<file path="config.mk">
export PLATFORM = sky130hd
export DESIGN_NAME = seq_term_ctrl
export DESIGN_NICKNAME = d
export VERILOG_FILES = /design/src/rtl/seq_pkg.sv /design/src/rtl/seq_window.sv /design/src/rtl/seq_term_ctrl.sv
export SDC_FILE = /design/constraint.sdc
export NUM_CORES = 1
export LEC_CHECK = 0
export CAP_MARGIN = 5
export CORE_MARGIN = 3
export CORE_UTILIZATION = 26
export CTS_CLUSTER_SIZE = 30
export DETAILED_ROUTE_END_ITERATION = 10
export GPL_TIMING_DRIVEN = 0
export SETUP_SLACK_MARGIN = 0.1
export SLEW_MARGIN = 5
export SYNTH_ARGS = -nofsm -noshare
export SYNTH_HDL_FRONTEND = slang
export SYNTH_HIERARCHICAL = 1
export SYNTH_SLANG_ARGS = --single-unit
</file>
<file path="constraint.sdc">
create_clock -name clk -period 10.63 [get_ports clk]
set_input_delay 2.126 -clock clk [delete_from_list [all_inputs] [get_ports clk]]
set_output_delay 2.126 -clock clk [all_outputs]
set_load 0.01 [all_outputs]
</file>
<file path="src/rtl/seq_pkg.sv">
// Shared definitions for the term-sequencing controller: seeds, window depth
// and FSM state encoding.
package seq_pkg;

    localparam int WIN_DEPTH = 5;

    localparam int unsigned SEED0 = 0;
    localparam int unsigned SEED1 = 1;
    localparam int unsigned SEED2 = 1;
    localparam int unsigned SEED3 = 1;
    localparam int unsigned SEED4 = 2;

    typedef enum logic [1:0] {
        ST_IDLE = 2'd0,
        ST_LOAD = 2'd1,
        ST_STEP = 2'd2,
        ST_RESP = 2'd3
    } state_t;

    function automatic int unsigned seed_at(input int i);
        case (i)
            0:       return SEED0;
            1:       return SEED1;
            2:       return SEED2;
            3:       return SEED3;
            default: return SEED4;
        endcase
    endfunction

endpackage

</file>
<file path="src/rtl/seq_window.sv">
// Five-slot recurrence window a(k)..a(k+4) with per-slot overflow flags.
// One shift advances k by one; w4 takes a(k+5) = a(k+4) + a(k).
module seq_window
    import seq_pkg::*;
#(
    parameter int WIDTH = 64
) (
    input  logic             clk,
    input  logic             reset,
    input  logic             load_seeds,
    input  logic             shift,
    output logic [WIDTH-1:0] w0,
    output logic             ovf0
);

    logic [WIDTH-1:0]     r_term [WIN_DEPTH];
    logic [WIN_DEPTH-1:0] r_ovf;
    logic [WIDTH:0]       w_sum;

    assign w_sum = {1'b0, r_term[WIN_DEPTH-1]} + {1'b0, r_term[0]};

    always_ff @(posedge clk) begin
        if (reset || load_seeds) begin
            for (int i = 0; i < WIN_DEPTH; i++) begin
                r_term[i] <= WIDTH'(seed_at(i));
            end
            r_ovf <= '0;
        end else if (shift) begin
            for (int i = 0; i < WIN_DEPTH - 1; i++) begin
                r_term[i] <= r_term[i+1];
            end
            r_term[WIN_DEPTH-1] <= w_sum[WIDTH-1:0];
            // A wrap anywhere in the dependency chain sticks to the new term.
            r_ovf <= {w_sum[WIDTH] | r_ovf[WIN_DEPTH-1] | r_ovf[0], r_ovf[WIN_DEPTH-1:1]};
        end
    end

    assign w0   = r_term[0];
    assign ovf0 = r_ovf[0];

endmodule

</file>
<file path="src/rtl/seq_term_ctrl.sv">
// Request/response controller returning term a(idx) of the 5-term recurrence.
// Optional macro SEQ_RESUME_EN: keep the window between requests and step on from it.
module seq_term_ctrl
    import seq_pkg::*;
#(
    parameter int WIDTH = 64,
    parameter int IDX_W = 8
) (
    input  logic             clk,
    input  logic             reset,
    input  logic             req_valid,
    output logic             req_ready,
    input  logic [IDX_W-1:0] req_idx,
    output logic             rsp_valid,
    input  logic             rsp_ready,
    output logic [WIDTH-1:0] rsp_term,
    output logic             rsp_ovf,
    output logic             busy,
    output logic [1:0]       dbg_state
);

    // Handshakes: a transfer happens on a rising edge where valid and ready are
    // both high; valid, once raised, holds with its payload until that edge.

    state_t           r_state;
    state_t           w_next;
    logic [IDX_W-1:0] r_idx;
    logic [IDX_W-1:0] r_cnt;
    logic [IDX_W-1:0] w_load_cnt;
    logic             w_resume;
    logic             w_load_seeds;
    logic             w_shift;
    logic             w_rsp_done;
    logic             r_rsp_valid;
    logic [WIDTH-1:0] r_rsp_term;
    logic             r_rsp_ovf;
    logic [WIDTH-1:0] w_w0;
    logic             w_ovf0;

`ifdef SEQ_RESUME_EN
    logic [IDX_W-1:0] r_k;

    always_ff @(posedge clk) begin
        if (reset) begin
            r_k <= '0;
        end else if (w_rsp_done) begin
            r_k <= r_idx;
        end
    end

    assign w_resume   = (r_idx >= r_k);
    assign w_load_cnt = w_resume ? (r_idx - r_k) : r_idx;
`else
    assign w_resume   = 1'b0;
    assign w_load_cnt = r_idx;
`endif

    assign w_rsp_done = (r_state == ST_RESP) && r_rsp_valid && rsp_ready;

    always_ff @(posedge clk) begin
        if (reset) begin
            r_state <= ST_IDLE;
        end else begin
            r_state <= w_next;
        end
    end

    always_comb begin
        w_next = r_state;
        case (r_state)
            ST_IDLE: if (req_valid) w_next = ST_LOAD;
            ST_LOAD: w_next = (w_load_cnt == '0) ? ST_RESP : ST_STEP;
            ST_STEP: if (r_cnt == IDX_W'(1)) w_next = ST_RESP;
            ST_RESP: if (w_rsp_done) w_next = ST_IDLE;
            default: w_next = ST_IDLE;
        endcase
    end

    always_comb begin
        req_ready    = (r_state == ST_IDLE);
        busy         = (r_state != ST_IDLE);
        w_load_seeds = (r_state == ST_LOAD) && !w_resume;
        w_shift      = (r_state == ST_STEP);
    end

    always_ff @(posedge clk) begin
        if (reset) begin
            r_idx <= '0;
            r_cnt <= '0;
        end else begin
            if (r_state == ST_IDLE && req_valid) r_idx <= req_idx;
            if (r_state == ST_LOAD) r_cnt <= w_load_cnt;
            else if (w_shift) r_cnt <= r_cnt - IDX_W'(1);
        end
    end

    // The result is registered, so valid rises one cycle after entering RESP.
    always_ff @(posedge clk) begin
        if (reset) begin
            r_rsp_valid <= 1'b0;
            r_rsp_term  <= '0;
            r_rsp_ovf   <= 1'b0;
        end else if (r_state == ST_RESP) begin
            r_rsp_valid <= !w_rsp_done;
            r_rsp_term  <= w_w0;
            r_rsp_ovf   <= w_ovf0;
        end else begin
            r_rsp_valid <= 1'b0;
        end
    end

    seq_window #(.WIDTH(WIDTH)) u_window (
        .clk        (clk),
        .reset      (reset),
        .load_seeds (w_load_seeds),
        .shift      (w_shift),
        .w0         (w_w0),
        .ovf0       (w_ovf0)
    );

    assign rsp_valid = r_rsp_valid;
    assign rsp_term  = r_rsp_term;
    assign rsp_ovf   = r_rsp_ovf;
    assign dbg_state = r_state;

endmodule

</file>
# --- Yosys cells after proc, flatten, opt, wreduce, memory -nomap -nowiden ---
# Memory sizes are Yosys's and may differ from the RTL's.
# Cells that the tools add are included.
classes:
  eq_ne: 7
  n_reduce_logical: 11
  addsub: 2
  bitwise_logic: 8
  mux: 20
ops:
  columns: ["op", "count"]
  rows:
  - ["$mux 64", 5]
  - ["$mux 32", 3]
  - ["$add 64x64->65", 1]
  - ["$mux 8", 2]
  - ["$eq 8x1->1 const B", 1]
  - ["$logic_not 8->1", 1]
  - ["$pmux 2 s4", 1]
  - ["$sub 8x1->8 const B", 1]
  - ["$or 1x1->1", 7]
  - ["$mux 1", 6]
  - ["$mux 2", 3]
  - ["$ne 2x2->1 const B", 3]
  - ["$eq 2x2->1 const B", 2]
  - ["$reduce_bool 2->1", 2]
  - ["$logic_and 1x1->1", 3]
  - ["$reduce_and 3->1", 1]
  - ["$eq 2x1->1 const B", 1]
  - ["$logic_not 2->1", 1]
  - ["$reduce_or 2->1", 1]
  - ["$logic_not 1->1", 1]
  - ["$logic_or 1x1->1", 1]
  - ["$not 1->1", 1]
totals:
  reg_bits: 89
  word_cells: 56
  output_inout_bits: 70
  ramBits: 320
  mem_count: 1
  inputBits: 12
memory_table:
  columns: ["memory", "depth", "width", "read_ports", "rd_clocked_by_memory_dff", "wr", "line_no", "source"]
  rows:
  - ["u_window.r_term", 5, 64, 5, 0, 5, "seq_window.sv:16", "logic [WIDTH-1:0] r_term [WIN_DEPTH];"]

# --- Longest topological paths before layout ---
# Gate-level depths: netlist of the first run.
depth:
  ltp_word: 5
  depth_mapped: 11
  depth_no_buf: 11

# --- Cells and area by module ---
# The synthesis of the first run kept the hierarchy.
modules_own_cells:
  columns: ["mod", "seq_area_each_um2", "area_each_um2", "n_inst", "cells_each"]
  rows:
  - ["seq_window", 9709.3, 15957.8, 1, 1305]
  - ["seq_term_ctrl", 1681.6, 3243.1, 1, 330]

# --- Worst setup path after synthesis of the first run ---
# OpenSTA, ideal clock, no wires.
synth_path:
  path_type: "in2reg"
  startpoint: "in reset"
  endpoint: "mem u_window.r_term[0][0] (enable)"
  t_arrival_ns: 8.948
  required_ns: 9.926
  n_path_buf: 0
  slack_ns: 0.978
  setup_time_ns: 0.704
  stages: 1
  cell_sequence: "or3_1"
synth_lines:
  columns: ["element", "line_no", "source"]
  rows:
  - ["start, declared", "seq_term_ctrl.sv:10", "input logic reset,"]
  - ["end, declared", "seq_window.sv:16", null]

# --- Worst setup path in the final report of the first run ---
layout_path:
  startpoint: "reg r_state[0], in the netlist dbg_state[0]"
  endpoint: "out busy"
layout_via:
  elab_chain_cells: 1
layout_lines:
  columns: ["element", "line_no", "source"]
  rows:
  - ["start, declared", "seq_term_ctrl.sv:25", "state_t r_state;"]
  - ["start signal, assigned", "seq_term_ctrl.sv:64", "r_state <= w_next;"]
  - ["$reduce_bool 2->1", "seq_term_ctrl.sv:81", "busy = (r_state != ST_IDLE);"]
  - ["end, declared", "seq_term_ctrl.sv:18", "output logic busy,"]
# No other way between the ends.

==> out/results.ini, run 1 <==
[status]
outcome = complete, no violations

[finish]
layout.cells.most_common_list = edfxtp_1 (320), and3_1 (261), nor2_1 (165)
fin_nets = 1849
post_route_cells_drive_above_1_share_pct = 6.51
leading_cell_type_in_the_layout_fill_and_taps_excluded = edfxtp_1
areaGrowthSynthToFinish_pct = 18.3
antenna_cells_inserted = 0

[synthesis]
synth-edff-count = 320
synth_nets = 1719
synthDistinctLibCells = 79
postSynthRegisterBits = 409
syn_inst = 1635
synthFlopType = edfxtp_1
synth.avg_cell_area_sq_um = 11.7
cell_type_with_the_largest_total_area_after_synthesis = edfxtp_1
seq_area_frac_synth_pct = 59.3
synthArstFlopShare_pct = 0
synth_top_area_share_pct = 50.0
ys_warn_count = 6
yosys-top-cells-area = edfxtp_1 (50%), dfxtp_1 (9.3%), and3_1 (8.5%)
syn_area_sq_um = 19200

[critical_path]
setup.worst_path.start_class = flip-flop
reg2reg_depth = 8
r2r-start = dbg_state[0]$_SDFFE_PP0P_
endpoint_class_of_the_critical_path = output pin
endpoint_arrival_time_on_the_critical_path_ns = 2.24
worst-r2r-setup-slack_ns = 6.67
r2r_end = u_window/r_term[2][30]$_SDFFCE_PN0P_
cp_data_required_time_ns = 8.50
timing.critical_path.fanout_max = 10
worstSetupPathType = reg -> out

[die]
core.rowCount = 99
die_footprint_sq_um = 77100
io_pins = 82
initial_utilization_pct = 26.3
fp.dieH_um = 278
placeableCoreArea_sq_um = 73100
x_dimension_of_the_die_um = 278

[placed_design]
port_buffers = 80
place_hpwl_mm = 33.4
finalWeightedCongestion = 0.906

[global_route]
vias_in_the_first_global_route = 12900
antenna_found_initial = 2
largest_net_degree_at_the_start_of_global_routing = 70
grt.overflow.total = 0
first_pass_grt_wire_length_mm = 72.8
gr_usage_total_pct = 11.7

[worst_hold_path]
hold_depth = 2
capture_endpoint_of_the_worst_hold_path = r_idx[1]$_SDFFE_PP0P_
hold_sp = r_idx[1]$_SDFFE_PP0P_
worstHoldPathType = reg -> reg

[pwr]
share_comb_of_total_power_pct = 33.7
power.density_cell_area_nw_per_um2 = 264
p_clk_share_pct = 24.7
power.share.switching_pct = 35.4
vdd_ir_drop_max_mv = 0.121
internal_power_uw = 3870
p_seq_share_pct = 41.6
total_switching_power_uw = 2120
p_leak_uw = 0.00920

[sta]
setup_repair_after_global_routing_missed_its_margin = false
final-max-slew-violation-count = 0
hold_violations = 0
period_share_pct = 41.1
finalSetupTns_ns = 0
relSlewSlack_pct = 36.0
fin_crit_ns = 4.37
hold_slack_ns = 0.487
report.final.setup_viol = 0
timing_worst_slew_pin_value_ns = 0.959
finalClockSkew_ns = 0.0241
max_freq_ghz = 0.229

[cts]
cts_post_setup_buffers_inserted = 0
htreeDepth = 2
clock_sinks = 409
clockBufferDepth = 3
post_cts_resize_count = 0
clk_root_buffer_cell = clkbuf_16
cts_buffers = 43
cts_tree = yes
cts.clk_slew.worst_paths_ns = 0.06
quantity_of_hold_fixing_buffers_added_after_cts = 0
clkLatencyLatePin_ns = 0.58

[detailed_routing]
via_per_inst = 4.78
drt_first_iter_violations = 995
wire_length_after_detailed_routing_mm = 46.6
firstDrtPassIters = 7
detail_route.wl_per_cell_um = 16.9
route.detailed.drc = 0
count_of_antenna_violating_nets_left_after_detailed_routing = 0
dr_total_vias = 13200

[job]
max_cap_viols = 0

[kinds of logic after synthesis]
kind of cell	after synthesis	synth area share [%]
compound gates	281	9.42
xor+xnor	50	2.28
fa+ha+maj	72	4.73
buf+inv	134	3.37
flops	409	59.3
mux	75	3.92
simple gates	614	16.9
[how the worst max path moves through the flow]
| stage | start | to |
|---|---|---|
| 2_1_floorplan | reset | u_window/r_term[0][0]$_SDFFCE_PN0P_ |
| 3_3_place_gp | reset | u_window/r_term[2][29]$_SDFFCE_PN0P_ |
| 3_5_place_dp | reset | u_window/r_term[2][32]$_SDFFCE_PN0P_ |
| 4_1_cts | dbg_state[0]$_SDFFE_PP0P_ | busy |
| 5_1_grt | dbg_state[0]$_SDFFE_PP0P_ | busy |
| 6_report | dbg_state[0]$_SDFFE_PP0P_ | busy |
[synth_stat cells, drive strengths merged (5+ instances only)]
cell type and count:
edfxtp 320, and3 263, nor2 165, a21oi 100
dfxtp 89, clkbuf 86, mux2i 73, ha 71
nand2 68, o21ai 57, a21o 32, xnor2 28
nand3 25, inv 24, xor2 22, nand4 21
nor3 21, buf 19, o21bai 18, a211oi 15
nand2b 12, a31oi 11, o211ai 10, o21a 8
and2 7, nor2b 5, nor4 5, o31ai 5
or3 5, or4 5
[layer usage]
layer,routed length [um],vias to the layer above,global-route usage [%]
li1,-,6351,-
met1,20900,6432,15.1
met2,22000,334,19.8
met3,2420,69,2.45
met4,1310,0,3.71
met5,0,-,0
[registers in the layout, indices dropped and copies added (netlist names)]
signal	flops
rsp_ovf	1
dbg_state	2
rsp_term	64
r_idx	8
u_window/r_ovf	5
u_window/r_term	320
r_cnt	8
rsp_valid	1
[power groups by stage]
stage / Sequential [uW] / Clock, uW / Combinational (uW)
floorplan: 2570 / 0 / 1440
global placement: 2720 / 0 / 1920
detailed placement: 2530 / 0 / 2010
CTS: 2500 / 1530 / 2020
global route: 2540 / 1580 / 2250
finish: 2500 / 1480 / 2020
[critical path, cell delays in order, from the launching register on]
cell and delay, ns:
dfxtp_1 0.42, inv_1 0.14, ha_1 0.24, clkbuf_1 0.21
inv_1 0.12, clkdlybuf4s50_1 0.54
[through the flow]
| step | instances | util [%] | setup slack (ns) | power (uW) | area (sq um) |
|---|---|---|---|---|---|
| CTS | 2757 | 31.1 | 6.19 | 6040 | 22700 |
| global placement | 2674 | 29.0 | -2.47 | 4630 | 21200 |
| detailed placement | 2679 | 29.2 | 5.76 | 4540 | 21300 |
| global route | 2757 | 31.1 | 6.08 | 6370 | 22700 |
| finish | 2757 | 31.1 | 6.26 | 6000 | 22700 |
| floorplan | 1635 | - | 0.978 | 4010 | 19200 |
[final cells by class]
cell class | count | area, sq um
fill | 7302 | 50400
sequential | 409 | 11400
multi-input combinational | 1092 | 7170
tap | 959 | 1200
clock buffer | 55 | 1140
timing repair buffer | 85 | 938
buffer | 110 | 559
clock inverter | 23 | 234
inverter | 24 | 90.1
(Power assumes the default switching activity.)
==> run 2: changes to the inputs <==
==> constraint.sdc (replaced) <==
create_clock -name clk -period 4.4 [get_ports clk]
set_input_delay 0.88 -clock clk [delete_from_list [all_inputs] [get_ports clk]]
set_output_delay 0.88 -clock clk [all_outputs]
set_load 0.01 [all_outputs]
==> run 2 against run 1 <==
- worst setup slack got worse by 5.9 ns
- clock-buffer cell count increased by 2
- total power increased by 140%
- global-route usage about the same
- critical path depth increased by 3
- sequential power increased by 140%
- final area decreased by 0.15%
- clock power increased by 130%
- clock skew decreased by 0.0059 ns
- sequential share of layout area increased by 0.074 points
- worst hold slack got worse by 0.0061 ns
- largest cell class unchanged
- critical path type is now reg -> reg
- core utilization about the same
==> out/results.ini, run 2 (same netlist as run 1, synthesis figures left out) <==
[critical_path]
critPathSlowestCell = clkbuf_1
buffering_stage_count_on_the_worst_path_with_inverters_included = 6  ; +2
crit_family = buffers and inverters
reg2reg_depth = 8  ; unchanged
cp_data_required_time_ns = 4.63  ; -3.87 ns
worstSetupPathType = reg -> reg
critical_path_cell_count = 8  ; +3
endpoint_arrival_time_on_the_critical_path_ns = 4.22  ; +1.98 ns
cp_cell_sequence = inv_1, ha_1, clkbuf_1, buf_1, or3_4, buf_16, buf_16, buf_16
timing.critical_path.fanout_max = 67  ; +57
critical_path.most_common_cell = buf_16
setup.worst_path.start_class = flip-flop
critPathMaxStageDelay_ns = 0.73  ; +0.19 ns
endpoint_class_of_the_critical_path = flip-flop

[finish]
sequential_area_sq_um = 11400  ; unchanged
total_area_of_multi_input_combinational_cells_sq_um = 7170  ; unchanged
layout.cells.most_common_list = edfxtp_1 (320), and3_1 (261), nor2_1 (165)
antenna_cells_inserted = 0  ; unchanged
layoutNonFillerInstCount = 2758  ; +0.036%
post_route_cells_drive_above_1_share_pct = 6.39  ; -0.11 points
largest-register = u_window/r_term
fin_nets = 1849  ; unchanged
largest_register_ffs = 320  ; unchanged
areaGrowthSynthToFinish_pct = 18.2
leading_cell_type_in_the_layout_fill_and_taps_excluded = edfxtp_1
filler_cell_count = 7294  ; -0.11%

[die]
core.rowCount = 99  ; unchanged
io_pins = 82  ; unchanged
placeableCoreArea_sq_um = 73100  ; unchanged
x_dimension_of_the_die_um = 278  ; unchanged
die_footprint_sq_um = 77100  ; unchanged
fp.dieH_um = 278  ; unchanged
initial_utilization_pct = 26.3  ; unchanged

[cts]
clk_root_buffer_cell = clkbuf_16
post_cts_resize_count = 0  ; unchanged
cts_post_setup_buffers_inserted = 0  ; unchanged
quantity_of_hold_fixing_buffers_added_after_cts = 0  ; unchanged
cts_buffers = 43  ; unchanged
clkLatencyLatePin_ns = 0.57  ; about the same
clock_sinks = 409  ; unchanged
htreeDepth = 2  ; unchanged
cts_tree = yes
cts.clk_slew.worst_paths_ns = 0.06  ; about the same
clockBufferDepth = 3  ; unchanged

[job]
max_cap_viols = 0  ; unchanged

[pwr]
p_seq_share_pct = 41.9  ; +0.3 points
p_clk_share_pct = 24.1  ; -0.6 points
p_leak_uw = 0.00919  ; -0.17%
total_power_uw = 14400  ; +140%
power.density_cell_area_nw_per_um2 = 634  ; +140%
power.share.switching_pct = 35.6  ; +0.18 points
vdd_ir_drop_max_mv = 0.259  ; +110%
internal_power_uw = 9260  ; +140%
share_comb_of_total_power_pct = 34.0  ; +0.3 points
total_switching_power_uw = 5120  ; +140%

[worst_hold_path]
worstHoldPathType = reg -> reg
hold_depth = 2  ; unchanged

[placed_design]
port_buffers = 80  ; unchanged
numPlacedInstances = 2679  ; unchanged
place_hpwl_mm = 33.3  ; -0.15%
finalWeightedCongestion = 0.911  ; +0.51%

[status]
outcome = complete, no violations

[global_route]
vias_in_the_first_global_route = 12800  ; -0.92%
grt.overflow.total = 0  ; unchanged
use_met3_pct = 2.33  ; -0.12 points
grt_most_used_layer = met2
first_pass_grt_wire_length_mm = 72.5  ; -0.30%
use_met2_pct = 19.8  ; +0.077 points
largest_net_degree_at_the_start_of_global_routing = 68  ; -2.9%
gr_usage_total_pct = 11.7  ; -0.029 points
met1_usage_pct = 15.1  ; about the same
antenna_found_initial = 2  ; unchanged

[sta]
final-max-slew-violation-count = 0  ; unchanged
timing_worst_slew_pin_value_ns = 0.971  ; +0.0120 ns
fin_crit_ns = 3.99
period_share_pct = 90.8
setup_repair_after_global_routing_missed_its_margin = false
max_freq_ghz = 0.250
relSlewSlack_pct = 35.2  ; -0.80 points
finalClockSkew_ns = 0.0182  ; -0.00588 ns
hold_slack_ns = 0.481  ; -0.00606 ns
hold_violations = 0  ; unchanged
report.final.setup_viol = 0  ; unchanged

[detailed_routing]
via_per_inst = 4.74  ; -0.90%
drt_first_iter_violations = 938  ; -5.7%
wire_length_after_detailed_routing_mm = 46.5  ; -0.23%
dr_total_vias = 13100  ; -0.86%
count_of_antenna_violating_nets_left_after_detailed_routing = 0  ; unchanged
firstDrtPassIters = 5  ; -2
detail_route.wl_per_cell_um = 16.9  ; -0.26%
route.detailed.drc = 0  ; unchanged

## run 2: changes by cell type in the layout (fill, tap and decap cells not counted), moves of 2 or more
cell,before,now
clkbuf_1,91,88
clkinv_4,3,1
bufinv_16,4,1
clkinv_1,6,12
clkbuf_8,2,7
clkinv_2,8,5
## run 2: worst reg2reg max path: cells and delay by family (launching register included)
family	cells	cell delay, ns
flops	1	0.37
fa+ha+maj	1	0.20
buf+inv	6	2.38
simple gates	1	0.63
## run 2: final timing paths
path	slack, ns	start	to
worst min-delay path	0.48	r_idx[6]$_SDFFE_PP0P_	r_idx[6]$_SDFFE_PP0P_
worst max register to register	0.41	dbg_state[0]$_SDFFE_PP0P_	u_window/r_term[1][34]$_SDFFCE_PN0P_
worst max-delay path	0.41	dbg_state[0]$_SDFFE_PP0P_	u_window/r_term[1][34]$_SDFFCE_PN0P_
worst min register to register	0.48	r_idx[6]$_SDFFE_PP0P_	r_idx[6]$_SDFFE_PP0P_
## run 2: power by group through the flow
| stage | clock, uW | sequential [uW] | combinational (uW) |
|---|---|---|---|
| 2_1_floorplan | 0 | 5960 | 3480 |
| 3_3_place_gp | 0 | 6200 | 4630 |
| 3_5_place_dp | 0 | 6110 | 4840 |
| 4_1_cts | 3590 | 6030 | 4870 |
| 5_1_grt | 3720 | 6130 | 5420 |
| 6_report | 3470 | 6030 | 4880 |
## run 2: layer usage
layer / up-vias / routed length, um
li1: 6337 / -
met1: 6332 / 20700
met2: 341 / 22100
met3: 62 / 2620
met4: 0 / 1070
met5: - / 0
## run 2: per-stage QoR
stage	setup TNS [ns]	area (sq um)	util [%]	worst slack [ns]
finish	0	22700	31.0	0.406
global route	0	22700	31.0	0.0996
CTS	0	22700	31.0	0.360
detailed placement	0	21300	29.2	0.399
global placement	-368.75	21200	29.0	-1.19
floorplan	0	19200	-	0.383
## run 2: final cells by class
class | instances | share of cell area (%)
clock inverter | 22 | 0.629
tap | 959 | 5.29
clock buffer | 57 | 5.29
inverter | 24 | 0.397
sequential | 409 | 50.2
timing repair buffer | 85 | 4.14
buffer | 110 | 2.46
multi-input combinational | 1092 | 31.6
